--- src/rtl/i2s_rx_core.sv ---
// I2S receiver: recovers left/right words from a ws/sd stream clocked by sck and queues
// complete stereo frames in a small show-ahead FIFO with a sticky overrun flag.
module i2s_rx_core #(
  parameter int unsigned DW    = 16,
  parameter int unsigned DEPTH = 4,
  localparam int unsigned AW   = $clog2(DEPTH)
) (
  input  logic          sck,
  input  logic          reset_n,
  input  logic          ws,
  input  logic          sd,
  input  logic          rd_en,
  input  logic          clr_ovr,
  output logic [DW-1:0] data_left,
  output logic [DW-1:0] data_right,
  output logic          empty,
  output logic          full,
  output logic [AW:0]   count,
  output logic          overrun
);

  localparam int unsigned CW       = $clog2(DW + 1);
  localparam logic [CW-1:0] DwLen   = CW'(DW);
  localparam logic [CW-1:0] LastBit = CW'(DW - 1);
  localparam logic [AW:0]   DepthC  = (AW + 1)'(DEPTH);

  logic          ws_d1, ws_d2, ws_p;
  logic [CW-1:0] bit_cnt;
  logic [DW-1:0] shreg;
  logic [DW-1:0] left_hold;
  logic          chan;
  logic          active;

  logic [2*DW-1:0] mem [DEPTH];
  logic [AW-1:0]   wr_ptr, rd_ptr;

  logic          word_done;
  logic [DW-1:0] word;
  logic          push, pop, push_ok, drop;

  assign ws_p = ws_d1 ^ ws_d2;

  // A channel change while a word is open either truncates it (left-aligned) or,
  // with no bits yet received, silently abandons it.
  always_comb begin
    word_done = 1'b0;
    word      = '0;
    if (active) begin
      if (ws_p) begin
        word_done = (bit_cnt != '0);
        word      = shreg << (DwLen - bit_cnt);
      end else if (bit_cnt == LastBit) begin
        word_done = 1'b1;
        word      = {shreg[DW-2:0], sd};
      end
    end
  end

  assign push    = word_done & chan;
  assign pop     = rd_en & ~empty;
  assign push_ok = push & (~full | rd_en);
  assign drop    = push & full & ~rd_en;

  always_ff @(posedge sck) begin
    if (!reset_n) begin
      ws_d1     <= 1'b0;
      ws_d2     <= 1'b0;
      bit_cnt   <= '0;
      shreg     <= '0;
      left_hold <= '0;
      chan      <= 1'b0;
      active    <= 1'b0;
    end else begin
      ws_d1 <= ws;
      ws_d2 <= ws_d1;
      if (ws_p) begin
        bit_cnt <= '0;
        shreg   <= '0;
        chan    <= ws_d1;
        active  <= 1'b1;
      end else if (active && bit_cnt < DwLen) begin
        shreg   <= {shreg[DW-2:0], sd};
        bit_cnt <= bit_cnt + CW'(1);
        if (bit_cnt == LastBit) begin
          active <= 1'b0;
        end
      end
      if (word_done) begin
        left_hold <= chan ? '0 : word;
      end
    end
  end

  always_ff @(posedge sck) begin
    if (!reset_n) begin
      wr_ptr  <= '0;
      rd_ptr  <= '0;
      count   <= '0;
      overrun <= 1'b0;
    end else begin
      if (push_ok) begin
        wr_ptr <= wr_ptr + AW'(1);
      end
      if (pop) begin
        rd_ptr <= rd_ptr + AW'(1);
      end
      if (push_ok && !pop) begin
        count <= count + (AW + 1)'(1);
      end else if (!push_ok && pop) begin
        count <= count - (AW + 1)'(1);
      end
      // A drop on the same edge as a clear wins so no overrun is ever lost.
      if (drop) begin
        overrun <= 1'b1;
      end else if (clr_ovr) begin
        overrun <= 1'b0;
      end
    end
  end

  always_ff @(posedge sck) begin
    if (reset_n && push_ok) begin
      mem[wr_ptr] <= {left_hold, word};
    end
  end

  assign empty      = (count == '0);
  assign full       = (count == DepthC);
  assign data_left  = mem[rd_ptr][2*DW-1:DW];
  assign data_right = mem[rd_ptr][DW-1:0];

endmodule

--- config.mk ---
export PLATFORM = sky130hd
export DESIGN_NAME = i2s_rx_core
export DESIGN_NICKNAME = d
export VERILOG_FILES = /design/src/rtl/i2s_rx_core.sv
export SDC_FILE = /design/constraint.sdc
export NUM_CORES = 1
export LEC_CHECK = 0
export CAP_MARGIN = 20
export CORE_ASPECT_RATIO = 0.5
export CORE_MARGIN = 1.5
export CORE_UTILIZATION = 45
export DETAILED_ROUTE_END_ITERATION = 10
export PLACE_DENSITY_LB_ADDON = 0.15
export SLEW_MARGIN = 20
export SYNTH_ARGS = -nofsm -noshare
export SYNTH_HDL_FRONTEND = slang
export SYNTH_SLANG_ARGS = --single-unit
--- constraint.sdc ---
create_clock -name sck -period 2.9 [get_ports sck]
set_input_delay 0.29 -clock sck [delete_from_list [all_inputs] [get_ports sck]]
set_output_delay 0.29 -clock sck [all_outputs]
set_load 0.02 [all_outputs]
==> results.txt <==
Synth Area in Simple Gates - 7.91%
CP max stage delay - 0.37 ns
met2 wire len - 6840 um
IO Count - 44
vias in the first global route - 4310
Fmax achieved - 0.367 GHz
register area share after synthesis - 62.5%
fin cells - 795
Vias/cell - 5.57
Hold Crit Depth - 2
Crit path arrival time - 3.07 ns
# clock sinks - 179
# DRC - 0
met1 wire length - 7820 um
main combinational cell family by area after synthesis - multiplexers
Worst Path Class, Setup - reg2reg
relative slew slack - 41.8%
hold_buf cts - 0
outcome - complete, no violations
Mapped Cells - 504
largest net degree at the start of global routing - 33
Syn Nets - 521
max-cap violation count - 0
post-synthesis mux area share - 17.2%
kind of cell adding the most delay to the critical path - adder cells
Worst R2R Path Depth - 12
HP Class - in2reg
chip height - 96.0 um
critical path depth in cells - 12
Yosys reg bits - 179
capture point of the worst reg-to-reg path - count[2]$_SDFFE_PN0P_
worst-margin pin slew - 0.873 ns
PD cells - 645 nW/um^2
GRT overflow - 0
Critical Path Source Type - flip-flop
fraction of registers with async set/reset - 0%
Root Driver - clkbuf_16
Routed WL per cell - 19.4 um
routed vias - 4432
CTS buffer count - 17
row cnt - 33
Critical R2R Launch - bit_cnt[0]$_SDFFE_PP0P_
Tot GR Track Use - 18.2%
final net count - 572
worst-skew pair later-pin latency - 0.42 ns
slowest CP cell - fa_1
Hold Vio Cnt, Final - 0
synth-to-layout area growth - 17.1%
Leak Pwr - 0.00297 uW
DRT iter0 DRCs - 395
Bufs on Longest Clock Path - 2
Min Clock Period, post-route - 2.73 ns
met3 wire len - 687 um
n_diodes - 0
VDD IR max - 476 uV
Hold Startpoint - ws
global-route wire length before repair - 24400 um
Core Util, Final - 54.8%
synthesized area - 7780 um^2
Seq pwr share - 47.4%
setup TNS - 0 ns
Max Used Layer - met4
crit-path cells - inv_1 -> ha_4 -> nor3b_1 -> ha_1 -> nand2_2 -> and4b_2 -> ha_2 -> inv_1 -> fa_1 -> xor2_1 -> or3_1 -> a21boi_0
hpwl dp - 9890 um
CTS tree - built
die area - 18100 um^2
Switching Share - 26.4%
part of the cycle the worst path needs - 94.1%
input/output buffers - 43
Placed Instances - 761
Top FF cell, synth - edfxtp_1
hold_ws - 0.459 ns
Critical path buffers and inverters - 2
initial antenna violation count - 0
skew final - 0.0152 ns
clock group share of total power - 37.9%
crit end category - flip-flop
internal reg-to-reg setup slack - 0.17 ns
Routed WL - 15500 um
Initial Util - 46.8%
EDFF count, synth - 128
commonest non-fill, non-tap cell in the layout - edfxtp_1
First-pass DRT Iterations - 5
Hold Path End - ws_d1$_SDFF_PN0_
fraction of the mapped netlist area in adder cells - 1.99%
Most common cell on crit path - inv_1
Crit path required time - 3.24 ns
total power - 5880 uW
gpl congestion - 0.878
Antenna Nets Post-Route - 0
most frequent cells in the layout - edfxtp_1 (128), dfxtp_1 (49), mux4_2 (43), clkdlybuf4s50_1 (43)
Synth Area in Compound Gates - 6.45%
clock slew seen by the registers of the worst setup and hold paths - 0.07 ns
crit path max fanout - 7
Int Pwr - 4330 uW
Chip Width - 189 um
sw power - 1550 uW
setup violators final - 0
fin. max-slew vios - 0
H-tree Lvls - 4
Distinct cells, synth - 66
RSZ-0062 raised after global routing - no
XOR/XNOR Fraction of Synth Area - 1.33%
fraction of final layout cells sized beyond drive strength 1 - 20.6%
syn_area_per_cell - 15.4 um^2
core region area - 16600 um^2
combinational group share of total power - 14.7%
Syn. warnings - 0
## cell type report
cell class	instances	area [um^2]
clock buffers	18	429
fillers	1338	7530
flip-flops and latches	179	4870
repair buffers	62	586
multi-input cells	284	2750
clock inverters	14	158
inverters	11	41.3
well taps	227	284
## registers in the layout, summed over array words and instances, names as in the netlist, named ones only
| register | count |
|---|---|
| mem | 128 |
| left_hold | 16 |
| shreg | 16 |
| bit_cnt | 5 |
| count | 3 |
| rd_ptr | 2 |
| wr_ptr | 2 |
| active | 1 |
| chan | 1 |
| overrun | 1 |
| ws_d1 | 1 |
| ws_d2 | 1 |
## how the worst max path moves through the flow
stage,startpoint,endpoint
after floorplan,bit_cnt[0]$_SDFFE_PP0P_,count[2]$_SDFFE_PN0P_
after global routing,bit_cnt[0]$_SDFFE_PP0P_,mem[1][1]$_DFFE_PP_
after detailed placement,bit_cnt[0]$_SDFFE_PP0P_,count[2]$_SDFFE_PN0P_
after CTS,bit_cnt[0]$_SDFFE_PP0P_,count[2]$_SDFFE_PN0P_
final,bit_cnt[0]$_SDFFE_PP0P_,count[2]$_SDFFE_PN0P_
after global placement,bit_cnt[0]$_SDFFE_PP0P_,count[2]$_SDFFE_PN0P_
## power groups by stage
stage / combinational [uW] / clock [uW] / sequential (uW)
global placement: 871 / 0 / 2840
finish: 865 / 2230 / 2790
floorplan: 559 / 0 / 2860
global route: 932 / 2380 / 2790
CTS: 874 / 2270 / 2790
detailed placement: 870 / 0 / 2840
## metrics by stage
stage	worst slack (ns)	instance area (um^2)
2_1_floorplan	0.0137	7810
3_3_place_gp	0.120	8500
3_5_place_dp	0.00863	8500
4_1_cts	0.0737	9090
5_1_grt	0.0106	9110
6_report	0.172	9110
## worst register-to-register path, cell delays in order, from the launching register on
cell and delay, ns:
dfxtp_1 0.36, inv_1 0.12, ha_4 0.20, nor3b_1 0.16, ha_1 0.19, nand2_2 0.12, and4b_2 0.27, ha_2 0.20
inv_1 0.06, fa_1 0.37, xor2_1 0.16, or3_1 0.30, a21boi_0 0.16
## cells by family after synthesis
family / Yosys count
muxes: 80
AOI/OAI and AO/OA: 68
buffers and inverters: 41
and+or+nand+nor: 113
xor gates and xnor gates: 11
DFF: 179
adders and majority gates: 12
## per-layer routing
layer / GRT usage (%) / vias up
li1: - / 2069
met5: 0 / -
met2: 27.7 / 116
met3: 3.06 / 8
met1: 26.7 / 2239
met4: 5.69 / 0
## cells in the mapped netlist (all sizes together), types with 4 or more instances
cell,n,area share [%]
nand2,19,0.92
nor3,12,0.96
xnor2,8,0.90
nor3b,5,0.55
mux4,43,12
ha,10,1.6
dfxtp,51,13
nor2,36,1.7
o221a,4,0.58
mux2i,36,4.6
nand3,4,0.32
buf,18,1.5
a21oi,14,0.90
and2,10,0.80
a21boi,6,0.58
inv,10,0.48
a22o,7,0.79
and3,6,0.48
edfxtp,128,49
o21ai,16,1.0
clkbuf,12,0.58
## repair_timing
action	4_1_cts	5_1_grt
pin swaps	0	1
gates resized for setup	1	0
endpoints found under the setup margin	1	1
setup buffers	0	2
Note: power is estimated with default switching activity, not from simulation.
